`config.mk`:
```
export PLATFORM = sky130hd
export DESIGN_NAME = score_timer
export DESIGN_NICKNAME = d
export VERILOG_FILES = /design/src/rtl/score_timer_pkg.sv /design/src/rtl/score_timer_bcd_add_digit.sv /design/src/rtl/score_timer.sv
export SDC_FILE = /design/constraint.sdc
export NUM_CORES = 1
export LEC_CHECK = 0
export CORE_ASPECT_RATIO = 0.75
export CORE_MARGIN = 2
export CORE_UTILIZATION = 54
export DETAILED_ROUTE_END_ITERATION = 10
export HOLD_SLACK_MARGIN = 0.1
export PLACE_DENSITY = 0.84
export REMOVE_ABC_BUFFERS = 1
export SYNTH_ARGS = -nofsm -noshare
export SYNTH_HDL_FRONTEND = slang
export SYNTH_HIERARCHICAL = 1
export SYNTH_SLANG_ARGS = --single-unit
```
`constraint.sdc`:
```
create_clock -name Clk -period 11 [get_ports Clk]
set_input_delay 2.2 -clock Clk [delete_from_list [all_inputs] [get_ports Clk]]
set_output_delay 2.2 -clock Clk [all_outputs]
set_load 0.03 [all_outputs]
```
`src/rtl/score_timer_pkg.sv`:
```
// Shared types and constants for the score timer: game phases, BCD digits, all-9s helper.
package score_pkg;

  typedef enum logic [1:0] {
    IDLE  = 2'd0,
    RUN   = 2'd1,
    PAUSE = 2'd2,
    OVER  = 2'd3
  } phase_t;

  typedef logic [3:0] bcd_digit_t;

  // All-9s BCD value for n digits (up to 16 digits), digit 0 in the LSBs.
  function automatic logic [63:0] bcd_max(input int n);
    logic [63:0] r;
    r = '0;
    for (int i = 0; i < 16; i++) begin
      if (i < n) r[4*i +: 4] = 4'd9;
    end
    return r;
  endfunction

endpackage

```
`src/rtl/score_timer_bcd_add_digit.sv`:
```
// One BCD digit adder stage: a + b + cin with decimal carry-out.
module bcd_add_digit
  import score_pkg::*;
(
  input  bcd_digit_t a,
  input  bcd_digit_t b,
  input  logic       cin,
  output bcd_digit_t sum,
  output logic       cout
);

  logic [4:0] raw;
  logic [4:0] adj;

  always_comb begin
    raw  = {1'b0, a} + {1'b0, b} + {4'b0, cin};
    adj  = raw - 5'd10;
    sum  = raw[3:0];
    cout = 1'b0;
    if (raw > 5'd9) begin
      sum  = adj[3:0];
      cout = 1'b1;
    end
  end

endmodule

```
`src/rtl/score_timer.sv`:
```
// Frame-tick generator, game-phase FSM and saturating BCD score accumulator.
// Optional best-score tracking is built only when SCORE_TIMER_HISCORE_EN is defined.
module score_timer
  import score_pkg::*;
#(
  parameter int NUM_DIGITS    = 4,
  parameter int FRAMES_PER_PT = 60,
  parameter int JUMP_PTS      = 1
) (
  input  logic                    Clk,
  input  logic                    Reset,
  input  logic                    frame_clk,
  input  logic                    start,
  input  logic                    pause,
  input  logic                    game_over,
  input  logic                    jump_pulse,
  output logic                    frame_tick,
  output logic [1:0]              phase,
  output logic [4*NUM_DIGITS-1:0] score,
  output logic [4*NUM_DIGITS-1:0] hiscore,
  output logic                    new_record
);

  localparam int                SW        = 4 * NUM_DIGITS;
  localparam logic [SW-1:0]     SCORE_MAX = SW'(bcd_max(NUM_DIGITS));
  localparam logic [7:0]        FC_LAST   = 8'(FRAMES_PER_PT - 1);
  localparam logic [3:0]        JUMP_BCD  = 4'(JUMP_PTS);

  phase_t        phase_q, phase_d;
  logic          s0_q, s0_d, s1_q, s1_d, tick_q, tick_d;
  logic [7:0]    fc_q, fc_d, fc_next;
  logic [SW-1:0] score_q, score_d;
  logic          time_pt;
  logic [4:0]    add_bin;
  logic [7:0]    add_bcd;
  logic [SW-1:0] addend, sum, sat_sum;
  logic [NUM_DIGITS:0] carry;

  // Frame counter step and the 0..10 addend expressed as two BCD digits.
  always_comb begin
    time_pt = 1'b0;
    fc_next = fc_q;
    if (tick_q) begin
      if (fc_q >= FC_LAST) begin
        fc_next = '0;
        time_pt = 1'b1;
      end else begin
        fc_next = fc_q + 8'd1;
      end
    end
    add_bin = {4'b0, time_pt} + (jump_pulse ? {1'b0, JUMP_BCD} : 5'd0);
    add_bcd = {4'd0, add_bin[3:0]};
    if (add_bin >= 5'd10) add_bcd = {4'd1, 4'(add_bin - 5'd10)};
    addend  = SW'(add_bcd);
  end

  assign carry[0] = 1'b0;
  for (genvar g = 0; g < NUM_DIGITS; g++) begin : g_digit
    bcd_add_digit u_digit (
      .a    (score_q[4*g +: 4]),
      .b    (addend[4*g +: 4]),
      .cin  (carry[g]),
      .sum  (sum[4*g +: 4]),
      .cout (carry[g+1])
    );
  end

  // A carry out of the top digit means overflow: pin at all 9s.
  assign sat_sum = carry[NUM_DIGITS] ? SCORE_MAX : sum;

  always_comb begin
    s0_d    = frame_clk;
    s1_d    = s0_q;
    tick_d  = s0_q & ~s1_q;
    phase_d = phase_q;
    fc_d    = fc_q;
    score_d = score_q;
    case (phase_q)
      IDLE: begin
        if (start) begin
          phase_d = RUN;
          fc_d    = '0;
          score_d = '0;
        end
      end
      RUN: begin
        if (game_over) begin
          phase_d = OVER;
        end else if (start) begin
          fc_d    = '0;
          score_d = '0;
        end else if (pause) begin
          phase_d = PAUSE;
        end else begin
          fc_d    = fc_next;
          score_d = sat_sum;
        end
      end
      PAUSE: begin
        if (game_over) begin
          phase_d = OVER;
        end else if (start) begin
          phase_d = RUN;
          fc_d    = '0;
          score_d = '0;
        end else if (!pause) begin
          phase_d = RUN;
        end
      end
      OVER: begin
        if (!game_over && start) begin
          phase_d = RUN;
          fc_d    = '0;
          score_d = '0;
        end
      end
      default: phase_d = IDLE;
    endcase
  end

  always_ff @(posedge Clk) begin
    if (Reset) begin
      phase_q <= IDLE;
      s0_q    <= 1'b0;
      s1_q    <= 1'b0;
      tick_q  <= 1'b0;
      fc_q    <= '0;
      score_q <= '0;
    end else begin
      phase_q <= phase_d;
      s0_q    <= s0_d;
      s1_q    <= s1_d;
      tick_q  <= tick_d;
      fc_q    <= fc_d;
      score_q <= score_d;
    end
  end

  assign frame_tick = tick_q;
  assign phase      = phase_q;
  assign score      = score_q;

`ifdef SCORE_TIMER_HISCORE_EN
  logic          entry_q, entry_d, new_record_q, new_record_d;
  logic [SW-1:0] hiscore_q, hiscore_d;

  // Valid BCD orders the same as binary, so a packed compare is an MSD-first compare.
  always_comb begin
    entry_d      = (phase_d == OVER) && (phase_q != OVER);
    hiscore_d    = hiscore_q;
    new_record_d = 1'b0;
    if (entry_q && (score_q > hiscore_q)) begin
      hiscore_d    = score_q;
      new_record_d = 1'b1;
    end
  end

  always_ff @(posedge Clk) begin
    if (Reset) begin
      entry_q      <= 1'b0;
      hiscore_q    <= '0;
      new_record_q <= 1'b0;
    end else begin
      entry_q      <= entry_d;
      hiscore_q    <= hiscore_d;
      new_record_q <= new_record_d;
    end
  end

  assign hiscore    = hiscore_q;
  assign new_record = new_record_q;
`else
  assign hiscore    = '0;
  assign new_record = 1'b0;
`endif

endmodule

```
; Yosys cells after proc, flatten, opt, wreduce, memory -nomap -nowiden
; Cells that the tools add are included.
[classes]
add_sub_neg = 12
order_cmp = 6
eq_ne = 12
n_mux = 38
bitwise_logic = 2
n_reduce_logical = 6
[ops]
columns = operator, n
row1 = 16-bit 2-to-1 mux, 7
row2 = 8-bit 2-to-1 mux, 8
row3 = 16-bit case mux with 4 select lines, 1
row4 = 8-bit case mux with 4 select lines, 1
row5 = 5-bit by 4-bit greater-than comparator with 1-bit output (second input constant), 4
row6 = 2-bit 2-to-1 mux, 8
row7 = 4-bit 2-to-1 mux, 4
row8 = 4-bit subtractor (second input constant), 4
row9 = 4-bit by 1-bit adder with 5-bit output, 3
row10 = 3-bit != test (second input constant), 4
row11 = 5-bit AND reduction, 2
row12 = 8-bit by 1-bit adder with 8-bit output (second input constant), 1
row13 = 8-bit by 6-bit greater-or-equal comparator with 1-bit output (second input constant), 1
row14 = 2-bit != test (second input constant), 4
row15 = 2-bit case mux with 4 select lines, 1
row16 = 1-bit 2-to-1 mux, 7
row17 = 4-bit by 4-bit adder with 5-bit output, 1
row18 = 5-bit by 1-bit adder with 5-bit output, 1
row19 = 5-bit 2-to-1 mux, 1
row20 = 2-bit equality test (second input constant), 2
row21 = 2-bit by 4-bit greater-or-equal comparator with 1-bit output (second input constant), 1
row22 = 4-bit != test (second input constant), 1
row23 = 4-bit AND reduction, 1
row24 = 2-bit by 4-bit subtractor with 4-bit output (second input constant), 1
row25 = 7 further kinds, 7
[totals]
regBits = 29
in_bits = 7
out_inout_bits = 36
wordCells = 82

; Logic depth before layout (Yosys ltp)
[depth]
word_depth = 23
depth_mapped = 32
ltp_nobuf = 31

; Modules after synthesis
; The synthesis kept the hierarchy.
[modules_own_cells]
columns = mod, n_inst, cells_per_inst, area_per_inst_um2, seq_area_each_um2
row1 = score_timer, 1, 176, 1641.6, 580.6
row2 = bcd_add_digit, 4, 22, 211.5, 0.0

; Worst setup path before layout
; Ideal clock, no wire load.
[synth_timing]
path_kind = input port to flip-flop
from = input port jump_pulse
to = register score_q[10], in the netlist score[10]
setup_time_ps = 70
t_arrival_ps = 9428
path_slack_ps = 1502
stages = 29
path_buffers = 1
cell_sequence = ha_1 > fa_1 > fa_1 > xnor2_1 > ha_1 > a31o_1 > o31ai_4 > fa_1 > fa_1 > xnor2_1 > ha_1 > a31o_1 > o31ai_4 > fa_1 > fa_1 > xnor2_1 > ha_1 > a31o_1 > o31ai_4 > fa_1 > fa_1 > xnor2_1 > ha_1 > a31o_1 > o31ai_4 > clkbuf_1 > nor3_1 > nand2_1 > o21ai_1
[synth_between]
elab_chain_len = 21
word_cells_on_any_way = 25
[synth_rtl]
columns = item, line_no
row1 = start: declaration, score_timer.sv:16  ; input logic jump_pulse,
row2 = 1-bit 2-to-1 mux (*), score_timer.sv:51  ; add_bin = {4'b0, time_pt} + (jump_pulse ? {1'b0, JUMP_BCD} : 5'd0);
row3 = 1-bit by 1-bit adder with 2-bit output (*), score_timer.sv:51
row4 = 2-bit by 4-bit subtractor with 4-bit output / 2-bit by 4-bit greater-or-equal comparator with 1-bit output (equally long branches), score_timer.sv:53  ; if (add_bin >= 5'd10) add_bcd = {4'd1, 4'(add_bin - 5'd10)};
row5 = 5-bit 2-to-1 mux (*), score_timer.sv:53
row6 = 4-bit by 4-bit adder with 5-bit output (*), score_timer_bcd_add_digit.sv:16  ; raw = {1'b0, a} + {1'b0, b} + {4'b0, cin};
row7 = 5-bit by 4-bit greater-than comparator with 1-bit output (*), score_timer_bcd_add_digit.sv:20  ; if (raw > 5'd9) begin
row8 = 1-bit 2-to-1 mux (*), score_timer_bcd_add_digit.sv:20
row9 = named net carry[1], score_timer.sv:37  ; logic [NUM_DIGITS:0] carry;
row10 = (+3 left out), --
row11 = named net carry[2], score_timer.sv:37
row12 = (+3 left out), --
row13 = named net carry[3], score_timer.sv:37
row14 = (+1 left out), --
row15 = 5-bit by 4-bit greater-than comparator with 1-bit output (*), score_timer_bcd_add_digit.sv:20
row16 = 1-bit 2-to-1 mux (*), score_timer_bcd_add_digit.sv:20
row17 = named net carry[4], score_timer.sv:37
row18 = 16-bit 2-to-1 mux (*), score_timer.sv:69  ; assign sat_sum = carry[NUM_DIGITS] ? SCORE_MAX : sum;
row19 = 16-bit 2-to-1 mux (*), score_timer.sv:92  ; end else if (pause) begin
row20 = 16-bit 2-to-1 mux (*), score_timer.sv:89  ; end else if (start) begin
row21 = 16-bit 2-to-1 mux (*), score_timer.sv:87  ; if (game_over) begin
row22 = 16-bit case mux with 4 select lines (*), score_timer.sv:78  ; case (phase_q)
row23 = end signal: assignment, score_timer.sv:135  ; score_q <= score_d;
row24 = end: declaration, score_timer.sv:32  ; logic [SW-1:0] score_q, score_d;
; The timed path passes the listed nets; every way through them passes the cells marked *. The select of a mux whose other input is x is not followed.
; A chain may end at the register's enable or synchronous reset.

; Worst setup path after layout
[layout_timing]
from = input port jump_pulse
to = register score_q[0], in the netlist score[0]
[layout_between]
elab_chain_len = 21
word_cells_on_any_way = 25
[layout_rtl]
columns = item, line_no
row1 = 1-bit 2-to-1 mux (*), score_timer.sv:51
row2 = 1-bit by 1-bit adder with 2-bit output (*), score_timer.sv:51
row3 = 2-bit by 4-bit subtractor with 4-bit output / 2-bit by 4-bit greater-or-equal comparator with 1-bit output (equally long branches), score_timer.sv:53
row4 = 5-bit 2-to-1 mux (*), score_timer.sv:53
row5 = named net add_bcd[0], score_timer.sv:35  ; logic [7:0] add_bcd;
row6 = 4-bit by 4-bit adder with 5-bit output (*), score_timer_bcd_add_digit.sv:16
row7 = 5-bit by 4-bit greater-than comparator with 1-bit output (*), score_timer_bcd_add_digit.sv:20
row8 = 1-bit 2-to-1 mux (*), score_timer_bcd_add_digit.sv:20
row9 = named net carry[1], score_timer.sv:37
row10 = (+3 left out), --
row11 = named net carry[2], score_timer.sv:37
row12 = (+3 left out), --
row13 = named net carry[3], score_timer.sv:37
row14 = (+1 left out), --
row15 = 5-bit by 4-bit greater-than comparator with 1-bit output (*), score_timer_bcd_add_digit.sv:20
row16 = 1-bit 2-to-1 mux (*), score_timer_bcd_add_digit.sv:20
row17 = named net carry[4], score_timer.sv:37
row18 = 16-bit 2-to-1 mux (*), score_timer.sv:69
row19 = 16-bit 2-to-1 mux (*), score_timer.sv:92
row20 = 16-bit 2-to-1 mux (*), score_timer.sv:89
row21 = 16-bit 2-to-1 mux (*), score_timer.sv:87
row22 = 16-bit case mux with 4 select lines (*), score_timer.sv:78
; Marks and branches as above.

==> impl_metrics.ini <==
[sta]
fin_hold_ws_ns = 0.385
post-route-period-util_pct = 93.5
rsz0062_at_grt = false
timing.final.crit_period_ns = 10.28
final-hold-violation-count = 0
setup_viol = 0
finalClockSkew_ns = 0.00460
worst_slew_pin_slew_ns = 0.874
max_freq_mhz = 97.3
tns_ns = 0
slew_headroom_pct = 41.8
drv_slew = 0

[clock_tree]
cts_tree = done
cts_max_path_buffers = 2
postCtsResizedCells = 0
cts_htree_levels = 2
cts_setup_buffers = 0
cts_sinks = 29
cts_buffers = 5
hold_buffers = 0
root_buffer = clkbuf_8
clkLatencyLatePin_ns = 0.28
path_clk_slew_ns = 0.06

[synth]
synth_area_leaders = dfxtp_1 (23%), ha_1 (11%), fa_1 (6.4%), buf_4 (5.1%), a21oi_1 (4.8%)
ys_warn_count = 6
synth_fa_ha_area_share_pct = 17.5
syn_area_per_cell_sq_um = 9.42
synth_mux_area_share_pct = 1.61
yosysUniqueCellTypes = 49
yosysMostFrequentCell = dfxtp_1
synthesis.instances = 264
synth-simple-area-share_pct = 13.7
netlist_top_cells_count = dfxtp_1 (29), a21oi_1 (24), ha_1 (22)
syn_area_sq_um = 2490
ys_ff_latch = 29
synth-compound-area-share_pct = 30.1
synth_top_cell_area_share_pct = 23.3
synthFlopType = dfxtp_1
postSynth.asyncResetShare_pct = 0
synth_edf_count = 0
synth_largest_area_cell = dfxtp_1
synth_top_family_by_area = compound AO/OA/AOI/OAI gates
synth_xor_area_share_pct = 2.82
yosysSeqAreaShare_pct = 23.3

[power]
p_leak_nw = 1.18
combPwrFrac_pct = 45.6
p_int_mw = 0.218
powerDensity_nw_per_um2 = 132
swShare_pct = 41.2
p_total_mw = 0.372
seqPwrFrac_pct = 31.2
ir_worst_vdd_mv = 0.0636
p_clk_share_pct = 23.1
p_switching_mw = 0.153

[setup_path]
arrival_ns = 10.49
cpMaxStageDelayCell = fa_1
crit_path_frequent_cell = fa_1
end_kind = register
crit_fanout = 6
worstSetupStartpointType = input port
path_class = input port to register
slowest_delay_ns = 0.46
critPathRequiredTime_ns = 11.21

[floorplan]
die_w_um = 82.4
coreArea_sq_um = 4440
dieHeight_um = 62.8
start_util_pct = 56.0
dieArea_sq_um = 5170
rows = 21
io_pins = 43

[global_route]
antenna_found_initial = 0
grt_max_degree = 23
grt_pass1_wl_um = 9230
grt_overflow = 0
grt_pass1_vias = 1960
grtUsageTotal_pct = 23.1

[min_path]
min_path_type = register to register

[cells_and_area]
areaGrowthSynthToFinish_pct = 13.4
antenna_cells = 0
drive_above_1_share_pct = 11.1
fin_util_pct = 63.5
nNetsFinal = 343

[job]
cap_violations = 0

[route]
drtAntennaViolNets = 0
drc = 0
routed_via_density = 5.68
dr.pass1.iters = 4
drt-total-wl_um = 5270
vias = 2066
routedWlPerCell_um = 14.5
drtIter0Drc = 142

[place]
gp_congestion = 0.840
detailed_place_hpwl_um = 3920
portBuffers = 25

[status]
status = complete, no violations
## state kept, by name (all words and copies together) (netlist names)
register / cells
s0_q: 1
score: 16
fc_q: 8
s1_q: 1
phase: 2
frame_tick: 1
## logic make-up after synthesis
group / Yosys count
flops: 29
fa+ha+maj: 30
buf+inv: 40
simple gates: 57
xor+xnor: 8
compound gates: 95
other cells: 1
mux: 4
## worst max-delay path: cells and delay by family
| family | cells | cell delay, ns |
|---|---|---|
| fa+ha+maj | 13 | 4.76 |
| xor+xnor | 4 | 1.01 |
| compound gates | 10 | 1.88 |
| buf+inv | 2 | 0.63 |
## layer usage
layer | GRT usage [%] | routed length (um) | up-vias
li1 | - | - | 1024
met1 | 33.2 | 2460 | 959
met2 | 34.4 | 2430 | 74
met3 | 4.34 | 328 | 9
met4 | 7.92 | 53 | 0
met5 | 0 | 0 | -
## layout make-up
type / instances / area [sq um]
tap: 57 / 71.3
clock buffer: 6 / 72.6
fill: 373 / 1620
multi-input combinational: 229 / 1770
inverter: 13 / 48.8
clock inverter: 2 / 10.0
timing repair buffer: 28 / 273
sequential: 29 / 581
## power by group through the flow
stage | logic (mW) | clock network (mW) | registers [mW]
2_1_floorplan | 0.118 | 0 | 0.126
3_5_place_dp | 0.167 | 0 | 0.118
4_1_cts | 0.168 | 0.0886 | 0.116
6_report | 0.170 | 0.0860 | 0.116
3_3_place_gp | 0.163 | 0 | 0.118
5_1_grt | 0.187 | 0.0931 | 0.117
## through the flow
stage	std cells	setup WS [ns]	area, sq um
global placement	356	0.657	2740
CTS	364	0.766	2820
global route	364	0.242	2820
detailed placement	356	0.528	2740
finish	364	0.719	2820
floorplan	271	1.65	2390
## placed cells by master, fill, tap and decap left out, drive strengths merged, types with 5 or more instances in the layout
| cell type | instances |
|---|---|
| o2111ai | 9 |
| o31ai | 5 |
| fa | 8 |
| nor2 | 5 |
| a31o | 5 |
| a21oi | 24 |
| clkbuf | 6 |
| and3 | 8 |
| dfxtp | 29 |
| nand2 | 11 |
| inv | 13 |
| a21o | 5 |
| o211ai | 10 |
| nand3 | 8 |
| ha | 22 |
| o21ai | 17 |
| xnor2 | 8 |
| nor3 | 5 |
| conb | 35 |
| clkdlybuf4s50 | 25 |
| nor2b | 9 |
## worst paths after layout
check	end	cells after the start	start	slack, ns
min reg2reg	frame_tick$_SDFF_PP0_	1	s1_q$_SDFF_PP0_	0.39
max reg2reg	score[0]$_SDFFE_PP0P_	31	fc_q[0]$_SDFFE_PP0P_	2.06
max	score[0]$_SDFFE_PP0P_	29	jump_pulse	0.72
min	frame_tick$_SDFF_PP0_	1	s1_q$_SDFF_PP0_	0.39
Power figures use the tool's default switching activity.
